[config.mk]
export PLATFORM = sky130hd
export DESIGN_NAME = seq_detect_ctrl
export DESIGN_NICKNAME = d
export VERILOG_FILES = /design/src/rtl/seq_detect_ctrl.sv
export SDC_FILE = /design/constraint.sdc
export NUM_CORES = 1
export LEC_CHECK = 0
export ABC_AREA = 1
export ABC_CLOCK_PERIOD_IN_PS = 1900
export BUFFER_PORTS_ARGS = -buffer_cell sky130_fd_sc_hd__buf_2
export CAP_MARGIN = 10
export CORE_ASPECT_RATIO = 2
export CORE_MARGIN = 8
export CORE_UTILIZATION = 51
export DETAILED_ROUTE_END_ITERATION = 8
export GPL_TIMING_DRIVEN = 1
export PLACE_DENSITY = 0.79
export SLEW_MARGIN = 30
export SYNTH_ARGS = -nofsm -noshare
export SYNTH_HDL_FRONTEND = slang
export SYNTH_SLANG_ARGS = --single-unit
[constraint.sdc]
create_clock -name clk -period 1.9 [get_ports clk]
set_input_delay 0.38 -clock clk [delete_from_list [all_inputs] [get_ports clk]]
set_output_delay 0.38 -clock clk [all_outputs]
set_load 0.02 [all_outputs]
[src/rtl/seq_detect_ctrl.sv]
// seq_detect_ctrl: session controller serialising handshaked words MSB-first into a pattern matcher with match counting
module seq_detect_ctrl #(
  parameter int DATA_W = 8,
  parameter int PAT_LEN = 6,
  parameter logic [PAT_LEN-1:0] PATTERN = 6'b101110,
  parameter int CNT_W = 8
) (
  input  logic              clk,
  input  logic              rst_n,
  input  logic              start,
  input  logic [CNT_W-1:0]  cfg_thresh,
  input  logic              in_valid,
  output logic              in_ready,
  input  logic [DATA_W-1:0] in_data,
  input  logic              in_last,
  output logic              busy,
  output logic              det_pulse,
  output logic [CNT_W-1:0]  match_cnt,
  output logic              hit,
  output logic              done
);
  localparam int BW = $clog2(DATA_W + 1);
  localparam int FW = $clog2(PAT_LEN + 1);
  typedef enum logic [1:0] {IDLE, WAIT, SHIFT, DONE} state_t;
  state_t state, state_nxt;
  logic [DATA_W-1:0] sreg;
  logic last_q;
  logic [BW-1:0] bit_cnt;
  logic [PAT_LEN-1:0] hist, hist_nxt;
  logic [FW-1:0] fill, fill_nxt;
  logic [CNT_W-1:0] thresh, cnt_nxt;
  logic match, last_bit;
  always_comb begin
    hist_nxt = PAT_LEN'({hist, sreg[DATA_W-1]});
    fill_nxt = fill == FW'(PAT_LEN) ? fill : fill + 1'b1;
    match = hist_nxt == PATTERN && fill_nxt == FW'(PAT_LEN);
    cnt_nxt = &match_cnt ? match_cnt : match_cnt + 1'b1;
    last_bit = bit_cnt == BW'(DATA_W - 1);
    state_nxt = state;
    unique case (state)
      IDLE:  state_nxt = start ? WAIT : IDLE;
      WAIT:  state_nxt = in_valid ? SHIFT : WAIT;
      SHIFT: state_nxt = !last_bit ? SHIFT : last_q ? DONE : WAIT;
      DONE:  state_nxt = IDLE;
    endcase
  end
  // Status outputs are registered from the next state so they align with it.
  always_ff @(posedge clk) begin
    if (!rst_n) begin
      state <= IDLE;
      in_ready <= 1'b0;
      busy <= 1'b0;
      done <= 1'b0;
      det_pulse <= 1'b0;
      match_cnt <= '0;
      hit <= 1'b0;
      sreg <= '0;
      last_q <= 1'b0;
      bit_cnt <= '0;
      hist <= '0;
      fill <= '0;
      thresh <= '0;
    end else begin
      state <= state_nxt;
      in_ready <= state_nxt == WAIT;
      busy <= state_nxt != IDLE;
      done <= state_nxt == DONE;
      det_pulse <= 1'b0;
      if (state == IDLE && start) begin
        match_cnt <= '0;
        hit <= 1'b0;
        hist <= '0;
        fill <= '0;
        thresh <= cfg_thresh;
      end
      if (state == WAIT && in_valid) begin
        sreg <= in_data;
        last_q <= in_last;
        bit_cnt <= '0;
      end
      if (state == SHIFT) begin
        sreg <= sreg << 1;
        bit_cnt <= bit_cnt + 1'b1;
        hist <= hist_nxt;
        fill <= fill_nxt;
        det_pulse <= match;
        if (match) begin
          match_cnt <= cnt_nxt;
          if (thresh != '0 && cnt_nxt >= thresh) hit <= 1'b1;
        end
      end
    end
  end
endmodule

==> results of run 1 <==
[what timing repair did]
| action | 4_1_cts | 5_1_grt |
|---|---|---|
| resized for setup | 6 | 13 |
| endpoints found under the setup margin | 1 | 1 |
| pin swaps | 7 | 8 |
| setup buffers | 1 | 6 |
[logic make-up after synthesis]
logic type / share of synthesized area (%)
adders and majority gates: 6.61
DFF: 38.8
and+or+nand+nor: 28.8
buffers and inverters: 8.10
xor gates and xnor gates: 0.771
AOI/OAI and AO/OA: 16.9
[worst max-delay path, delay by kind of cell, from the launching register on]
kind / cells / cell delay, ns
buffers and inverters: 1 / 0.16
adder cells (fa/ha/maj): 1 / 0.24
AND/OR/NAND/NOR: 7 / 0.84
flip-flops: 1 / 0.38
AO/OA/AOI/OAI: 2 / 0.19
[sequential cells by signal (all words and copies together), names as in the netlist]
name and cells:
fill 3, det_pulse 1, hit 1, hist 5
sreg 8, thresh 8, match_cnt 8, state 2
busy 1, in_ready 1, last_q 1, done 1
bit_cnt 4
[metal layers]
layer	routed length [microns]	global-route usage, %	up-vias
li1	-	-	1119
met3	237	3.14	32
met2	3280	33.5	70
met1	2100	13.7	1028
met5	0	0	-
met4	350	11.1	0
[cells in the mapped netlist, drive strengths merged]
library cell  count
a21oi            25
a221oi            1
a31oi             6
a32o              4
and2              1
buf               4
clkbuf            1
clkinv            2
dfxtp            44
ha               12
inv              39
nand2            74
nand3            25
nand4             4
nor2             27
nor3              3
o21a              1
o21ai            23
o21bai            1
o22ai             1
o31ai             2
or2               1
xor2              2
[through the flow]
stage | utilization, % | setup WS, ns | cell area, sq um | total power, uW | hold WS, ns
floorplan | - | 0.0128 | 2280 | 1140 | 0.429
global placement | 60.7 | 0.00499 | 2610 | 1210 | 0.442
detailed placement | 60.7 | -0.0913 | 2610 | 1210 | 0.453
CTS | 63.7 | -0.0280 | 2740 | 1810 | 0.323
global route | 65.8 | -0.195 | 2830 | 1880 | 0.341
finish | 65.8 | -0.0419 | 2830 | 1810 | 0.325
[path summary, 6_finish.rpt]
path	startpoint	endpoint	slack (ns)
setup reg to reg	match_cnt[4]	hit	-0.04
setup / recovery	match_cnt[4]	hit	-0.04
hold reg to reg	sreg[0]	sreg[0]	0.47
hold / removal	cfg_thresh[0]	thresh[0]	0.33
[cell type report]
cell class | count | area (sq um)
fillers | 369 | 1470
multi-input cells | 213 | 1280
flip-flops and latches | 44 | 888
repair buffers | 56 | 338
inverters | 41 | 159
clock buffers | 6 | 82.6
well taps | 54 | 67.6
clock inverters | 2 | 10.0
[power by group through the flow]
stage / Clock (uW) / Sequential, uW / Combinational, uW
4_1_cts: 619 / 973 / 220
3_3_place_gp: 0 / 994 / 215
2_1_floorplan: 0 / 998 / 146
3_5_place_dp: 0 / 995 / 219
6_report: 608 / 973 / 229
5_1_grt: 649 / 977 / 253
==> flow_summary_export.csv, run 1 <==
group,metric,value,unit
worst_setup_path,startpoint_type,"flip-flop",
sta,rsz0062_at_grt,"yes",
detailed_routing,vias,2249,
logic_synthesis,synth_top_area_share,38.8,%
pwr,pwr-share-clk,33.6,%
status,status,"finished, violations left",
pwr,power_density,640,nW/um^2
die,start_util,52.9,%
place,dp.cells,401,
pwr,seqPwrFrac,53.8,%
sta,layout_worst_path_cycle_share,102,%
worst_setup_path,cp.arrival,2.12,ns
worst_hold_path,hp-class,"in -> reg",
cts,cts_htree_levels,2,
pwr,leakagePower,0.00132,uW
die,die_w,63.2,microns
place,dpl.hpwl,4330,microns
cts,numCtsBuffers,5,
logic_synthesis,synth_area_leaders,"dfxtp_1, nand2_1, ha_1",
die,die-area,6970,sq um
logic_synthesis,synth_seq_cells,44,
cells_and_area,diodes,0,
place,gp_congestion,0.932,
detailed_routing,postRouteAntennaNets,0,
cts,path_clk_slew,0.09,ns
global_route,grt_antenna_before_repair,0,
sta,hold_viol_final,0,
pwr,p_switching,485,uW
cells_and_area,nets,394,
detailed_routing,drt_iter0_markers,150,
logic_synthesis,synth_cells,303,
sta,slew_headroom,69.7,%
worst_setup_path,path_class,"reg -> reg",
die,die_y,110,microns
logic_synthesis,syn_area,2270,sq um
die,rows,34,
run,maxCapViolations,0,
cells_and_area,layout-drive-gt1-share,29.6,%
cts,cts_buffer_depth,2,
die,core-area,4300,sq um
cells_and_area,area_growth,24.5,%
detailed_routing,drt_wl_total,5960,microns
sta,fin_ws,-0.0419,ns
detailed_routing,avgRoutedWirePerCell,14.3,microns
worst_setup_path,path_cells,"nand2_2 -> nor3_4 -> nand2_4 -> buf_4 -> nand2_1 -> ha_1 -> nand2_1 -> o21a_1 -> nand3_1 -> nand2_1 -> a21oi_2",
worst_setup_path,reg2reg_depth,11,
worst_setup_path,cp_max_fo,8,
logic_synthesis,mappedNetlistNets,336,
worst_setup_path,crit_top_cell,"nand2_1",
cts,clock-sinks,44,
global_route,grt_overflow,0,
cts,cts_hold_buf,0,
worst_setup_path,cp_slowest_cell,"dfxtp_2",
cells_and_area,stdcell_count,416,
detailed_routing,firstDrtPassIters,4,
pwr,internal_power,1320,uW
worst_setup_path,crit_path_max_incr_delay,0.38,ns
sta,worst_pin_slew,0.454,ns
cells_and_area,most-common-layout-cells,"nand2_1, dfxtp_1, buf_2",
cts,cts-root-buf,"clkbuf_8",
global_route,grt_use_total,16.4,%
sta,fin_skew,0.00877,ns
detailed_routing,viasPerCell,5.41,
die,pin_count,34,
cts,clk-insertion-delay-late,0.29,ns
place,port_buffers,33,
pwr,vdd_drop_max,0.607,mV
logic_synthesis,synth_top_area_cell,"dfxtp_1",
worst_hold_path,min_path_cells,3,
global_route,grt_max_degree,24,
logic_synthesis,syn_avg_cell_area,7.49,sq um
status,violations,"negative setup slack",
sta,finalSetupViolations,1,
pwr,p_comb_share,12.6,%
pwr,p_sw_share,26.8,%
sta,layout_min_cycle_time,1.94,ns
logic_synthesis,ys_seq_area_share,38.8,%
cts,cts_tree,"built",
sta,finalSetupTns,-0.0419,ns
sta,slew_viol_final,0,
logic_synthesis,ys_warn_count,0,
global_route,grt_pass1_wl,9320,microns
detailed_routing,route.detailed.drc,0,
worst_setup_path,required,2.07,ns
global_route,grt_pass1_vias,2194,
cells_and_area,final_common_cell,"nand2_1",
worst_setup_path,endpoint_kind,"flip-flop",
logic_synthesis,synth_cell_types,38,
sta,max_freq,0.515,GHz
No activity file was read; power rests on OpenSTA's default activity.
==> inputs of run 2 (changes only) <==
--- a/config.mk
+++ b/config.mk
@@ -5,7 +5,7 @@
 export SDC_FILE = /design/constraint.sdc
 export NUM_CORES = 1
 export LEC_CHECK = 0
-export ABC_AREA = 1
+export ABC_AREA = 0
 export ABC_CLOCK_PERIOD_IN_PS = 1900
 export BUFFER_PORTS_ARGS = -buffer_cell sky130_fd_sc_hd__buf_2
 export CAP_MARGIN = 10
==> flow_summary_export.csv, run 2 <==
group,metric,value,unit
detailed_routing,top_layer_used,"met4",
sta,worst_pin_slew,0.614,ns
status,violations,"negative setup slack",
sta,layout_worst_path_cycle_share,111,%
pwr,p_switching,476,uW
cells_and_area,area_growth,34.1,%
logic_synthesis,mappedNetlistNets,306,
cells_and_area,layout-drive-gt1-share,38.0,%
die,core-area,4300,sq um
pwr,p_sw_share,26.2,%
worst_setup_path,endpoint_kind,"flip-flop",
cells_and_area,diodes,0,
cells_and_area,largestRegisters,"match_cnt: 8 flops, sreg: 8 flops, thresh: 8 flops",
die,die_y,110,microns
global_route,grt_overflow,0,
logic_synthesis,syn_avg_cell_area,8.32,sq um
detailed_routing,drt_iter0_markers,124,
logic_synthesis,synth_top_area_cell,"dfxtp_1",
cts,clock-sinks,44,
place,pre_cts_ws,-0.365,ns
cells_and_area,n_fill_cell,341,
pwr,vdd_drop_max,0.634,mV
pwr,leakagePower,0.00124,uW
pwr,pwr-share-clk,34.6,%
place,port_buffers,33,
cts,path_clk_slew,0.09,ns
detailed_routing,met3_length,195,microns
global_route,grt_pass1_wl,9690,microns
worst_setup_path,r2r-start,"match_cnt[0]",
sta,finalSetupTns,-0.537,ns
cts,cts-root-buf,"clkbuf_8",
cts,cts_hold_buf,0,
cells_and_area,most-common-layout-cells,"nand2_1, buf_4, dfxtp_1",
logic_synthesis,ys_seq_area_share,38.8,%
die,rows,34,
cells_and_area,final_common_cell,"nand2_1",
sta,finalSetupViolations,6,
sta,fin_skew,0.00786,ns
detailed_routing,route.detailed.drc,0,
detailed_routing,postRouteAntennaNets,0,
worst_setup_path,path_class,"reg -> reg",
global_route,grt_antenna_before_repair,0,
cts,cts_tree,"built",
logic_synthesis,synth_cell_types,47,
place,gp_congestion,0.885,
detailed_routing,routedLengthMet1,2080,microns
die,die-area,6970,sq um
logic_synthesis,synthMostInstantiatedCell,"nand2_1",
cells_and_area,nets,374,
place,dp.cells,384,
worst_setup_path,required,2.10,ns
run,maxCapViolations,0,
logic_synthesis,synth_flop_cell,"dfxtp_1",
cts,cts_htree_levels,2,
cts,cts_buffer_depth,2,
global_route,grt_use_total,17.2,%
place,dpl.hpwl,4350,microns
sta,slew_headroom,59.0,%
global_route,grt_max_degree,26,
pwr,power_density,596,nW/um^2
logic_synthesis,synth_seq_cells,44,
cts,numCtsBuffers,5,
worst_setup_path,cp_max_fo,4,
detailed_routing,firstDrtPassIters,4,
sta,rsz0062_at_grt,"yes",
cells_and_area,stdcell_count,396,
worst_hold_path,hp-class,"in -> reg",
worst_setup_path,critPathLaunch,"match_cnt[0]",
worst_setup_path,ff2ff_setup_slack,-0.21,ns
logic_synthesis,ys_warn_count,0,
logic_synthesis,synth_edf_count,0,
die,die_w,63.2,microns
logic_synthesis,synth_cells,273,
global_route,grt_pass1_vias,2199,
detailed_routing,viasPerCell,5.52,
logic_synthesis,synth_area_leaders,"dfxtp_1, nand2_1, ha_1",
worst_setup_path,regToRegEndpoint,"hit",
die,start_util,52.9,%
sta,hold_viol_final,0,
worst_setup_path,reg2reg_depth,9,
detailed_routing,avgRoutedWirePerCell,14.8,microns
pwr,p_comb_share,12.5,%
status,status,"finished, violations left",
sta,layout_min_cycle_time,2.11,ns
detailed_routing,vias,2186,
detailed_routing,drt_wl_total,5850,microns
detailed_routing,dr_wl_met2,3350,microns
sta,slew_viol_final,0,
sta,max_freq,0.474,GHz
logic_synthesis,syn_area,2270,sq um
pwr,power,1810,uW
worst_setup_path,startpoint_type,"flip-flop",
logic_synthesis,ys_top_cells_by_count,"nand2_1, dfxtp_1, a21boi_0",
pwr,seqPwrFrac,53.0,%
worst_setup_path,cp.arrival,2.30,ns
pwr,internal_power,1340,uW
logic_synthesis,synth_top_area_share,38.8,%
cts,clk-insertion-delay-late,0.30,ns
logic_synthesis,async_flop_share,0,%
worst_setup_path,endpoint,"hit",
sta,fin_ws,-0.208,ns
die,pin_count,34,
==> run 2: cell families (layout without fill, tap and decap cells) <==
kind of cell	after synthesis	after routing	share of synthesized area [%]
flops	44	44	38.8
compound gates	73	73	22.0
mux	1	1	0.496
xor+xnor	2	2	0.771
buf+inv	24	93	4.85
fa+ha+maj	12	12	6.61
simple gates	117	117	26.5
==> run 2: area by class of cell <==
class | count | area [sq um] | share of cell area [%]
clock inverter | 2 | 13.8 | 0.452
sequential | 44 | 907 | 29.8
timing repair buffer | 73 | 493 | 16.2
clock buffer | 6 | 82.6 | 2.71
tap | 54 | 67.6 | 2.22
inverter | 12 | 45.0 | 1.48
multi-input combinational | 205 | 1440 | 47.2
==> run 2: repair_timing <==
item | CTS | global route
cloned | 1 | 0
setup endpoints to repair | 10 | 10
pin swaps | 16 | 7
buffers inserted | 4 | 0
gates resized for setup | 29 | 14
==> run 2: stage by stage <==
stage	util (%)	hold WS [ns]	cell area, sq um
after floorplan	-	0.414	2320
after global placement	64.4	0.425	2770
after detailed placement	64.4	0.448	2770
after CTS	70.4	0.308	3030
after global routing	70.9	0.315	3050
final	70.9	0.307	3050
==> run 2: worst max-delay path, stage by stage, from the launching register on <==
cell and delay, ns:
dfxtp_4 0.36, ha_4 0.15, nand2_2 0.06, or3_4 0.39
xnor2_2 0.16, ha_1 0.29, o21ai_2 0.14, a221oi_2 0.08
a2111oi_2 0.31, o21ai_2 0.07
==> run 2: worst min-delay path by stage <==
stage	endpoint	slack, ns	depth (start not counted)	from
floorplan	bit_cnt[3]	0.41	1	bit_cnt[3]
global placement	bit_cnt[3]	0.43	1	bit_cnt[3]
detailed placement	bit_cnt[3]	0.45	1	bit_cnt[3]
CTS	sreg[0]	0.31	3	in_data[0]
global route	sreg[0]	0.32	3	in_data[0]
finish	sreg[0]	0.31	3	in_data[0]
==> run 2: per-layer routing <==
metal | global-route usage [%] | vias up
met5 | 0 | -
met4 | 9.15 | 0
met3 | 3.44 | 18
met2 | 34.0 | 48
met1 | 16.1 | 1026
li1 | - | 1094
==> run 2: power by group through the flow <==
stage          combinational, uW  clock, uW  sequential [uW]
5_1_grt                      248        678              966
4_1_cts                      222        639              961
3_5_place_dp                 209          0              982
3_3_place_gp                 204          0              981
2_1_floorplan                129          0              987
6_report                     226        627              962
==> inputs of run 3 (changes only) <==
--- a/config.mk
+++ b/config.mk
@@ -9,7 +9,6 @@
 export ABC_CLOCK_PERIOD_IN_PS = 1900
 export BUFFER_PORTS_ARGS = -buffer_cell sky130_fd_sc_hd__buf_2
 export CAP_MARGIN = 10
-export CORE_ASPECT_RATIO = 2
 export CORE_MARGIN = 8
 export CORE_UTILIZATION = 51
 export DETAILED_ROUTE_END_ITERATION = 8
==> flow_summary_export.csv, run 3 (synthesis results as in run 2) <==
group,metric,value,unit
status,status,"finished, violations left",
status,violations,"negative setup slack",
sta,layout_min_cycle_time,2.10,ns
worst_setup_path,critical_path_cell_count,9,
pwr,pwr-share-clk,34.0,%
global_route,grt_pass1_wl,9560,microns
cts,clk-insertion-delay-late,0.29,ns
sta,worst_pin_slew,0.604,ns
die,die_w,82.7,microns
pwr,seqPwrFrac,53.6,%
run,maxCapViolations,0,
cts,cts_buffer_depth,2,
worst_setup_path,ff2ff_setup_slack,-0.20,ns
detailed_routing,vias,2164,
sta,slew_viol_final,0,
die,die_y,82.7,microns
sta,fin_skew,0.0127,ns
sta,max_freq,0.477,GHz
sta,slew_headroom,59.7,%
worst_setup_path,regToRegEndpoint,"hit",
sta,finalSetupTns,-0.196,ns
place,port_buffers,33,
detailed_routing,viasPerCell,5.45,
worst_setup_path,required,2.09,ns
worst_setup_path,r2r-start,"match_cnt[0]",
cts,cts_tree,"built",
sta,hold_viol_final,0,
die,start_util,52.5,%
cells_and_area,most-common-layout-cells,"nand2_1, buf_4, dfxtp_1, buf_2, a21boi_0",
cells_and_area,nets,377,
pwr,leakagePower,0.00123,uW
cts,path_clk_slew,0.09,ns
cts,cts_hold_buf,0,
cts,cts-root-buf,"clkbuf_8",
pwr,p_switching,462,uW
sta,layout_worst_path_cycle_share,110,%
detailed_routing,postRouteAntennaNets,0,
worst_hold_path,hp-class,"in -> reg",
place,dpl.hpwl,4160,microns
detailed_routing,firstDrtPassIters,4,
cts,clock-sinks,44,
cells_and_area,layout-drive-gt1-share,34.5,%
worst_setup_path,cp.arrival,2.29,ns
worst_setup_path,crit_path_max_incr_delay,0.38,ns
worst_setup_path,cpLargestDelayFamily,"compound AO/OA/AOI/OAI gates",
global_route,grt_use_total,17.7,%
global_route,grt_max_degree,24,
detailed_routing,drt_iter0_markers,98,
global_route,grt_pass1_vias,2127,
worst_setup_path,cp_slowest_cell,"dfxtp_4",
pwr,power_density,601,nW/um^2
worst_setup_path,path_cells,"ha_4 -> nand2_1 -> or3_4 -> xnor2_1 -> ha_1 -> o21ai_1 -> a221oi_2 -> a2111oi_2 -> o21ai_2",
global_route,grt_overflow,0,
cells_and_area,diodes,0,
pwr,p_comb_share,12.3,%
worst_setup_path,path_class,"reg -> reg",
global_route,grt_antenna_before_repair,0,
worst_setup_path,cp_max_fo,5,
worst_setup_path,reg2reg_depth,9,
worst_setup_path,path_buf_inv,0,
detailed_routing,avgRoutedWirePerCell,14.4,microns
die,pin_count,34,
cells_and_area,largestRegisters,"match_cnt: 8 flops, sreg: 8 flops, thresh: 8 flops",
die,rows,24,
worst_setup_path,startpoint_type,"flip-flop",
pwr,vdd_drop_max,0.481,mV
cells_and_area,area_growth,31.8,%
detailed_routing,drt_wl_total,5700,microns
cts,numCtsBuffers,5,
worst_setup_path,endpoint_kind,"flip-flop",
worst_setup_path,critPathLaunch,"match_cnt[0]",
die,die-area,6840,sq um
sta,rsz0062_at_grt,"yes",
cts,cts_htree_levels,2,
worst_setup_path,endpoint,"hit",
sta,fin_ws,-0.196,ns
pwr,p_sw_share,25.7,%
place,gp_congestion,0.868,
die,core-area,4320,sq um
sta,finalSetupViolations,1,
detailed_routing,route.detailed.drc,0,
worst_hold_path,min_path_cells,3,
place,place_area,2750,sq um
pwr,internal_power,1340,uW
cells_and_area,design_area,2990,sq um
cells_and_area,final_common_cell,"nand2_1",
[run 3: how the worst min path moves through the flow]
stage,startpoint,endpoint,slack (ns)
after floorplan,bit_cnt[3],bit_cnt[3],0.41
after global placement,bit_cnt[3],bit_cnt[3],0.44
after detailed placement,bit_cnt[3],bit_cnt[3],0.43
after CTS,cfg_thresh[2],thresh[2],0.32
after global routing,cfg_thresh[4],thresh[4],0.33
final,cfg_thresh[4],thresh[4],0.32
[run 3: cell type report]
| type | count | area, sq um |
|---|---|---|
| clock buffer | 7 | 86.3 |
| clock inverter | 1 | 7.51 |
| fill | 357 | 1330 |
| inverter | 12 | 45.0 |
| multi-input combinational | 205 | 1370 |
| sequential | 44 | 908 |
| tap | 52 | 65.1 |
| timing repair buffer | 76 | 509 |
[run 3: power groups by stage]
stage               logic, uW  clock network (uW)  registers [uW]
global placement          205                   0             983
global route              246                 661             969
floorplan                 129                   0             987
CTS                       220                 621             965
detailed placement        210                   0             985
finish                    222                 612             965
[run 3: what timing repair did]
action,in CTS,in global routing
pin swaps,9,5
gates resized for setup,14,7
cloned,1,0
setup endpoints to repair,9,10
hold endpoints to repair,0,0
setup buffers,8,1
[run 3: metrics by stage]
step	hold slack (ns)	setup WS, ns	power [uW]	std cells	util [%]
floorplan	0.414	-0.316	1120	273	-
global placement	0.439	-0.310	1190	380	63.6
detailed placement	0.431	-0.362	1200	380	63.6
CTS	0.320	-0.186	1810	396	68.3
global route	0.326	-0.329	1880	397	69.2
finish	0.321	-0.196	1800	397	69.2
[run 3: tightest hold or removal path, cell delays in order]
cell and delay, ns:
buf_2 0.09, nand2_1 0.04, a21boi_0 0.06
[run 3: routing by layer]
| layer | vias up | part of all wire [%] | track usage (%) |
|---|---|---|---|
| li1 | 1101 | - | - |
| met1 | 996 | 43 | 20.6 |
| met2 | 55 | 50 | 30.8 |
| met3 | 12 | 4.8 | 3.90 |
| met4 | 0 | 2.5 | 6.72 |
| met5 | - | 0 | 0 |
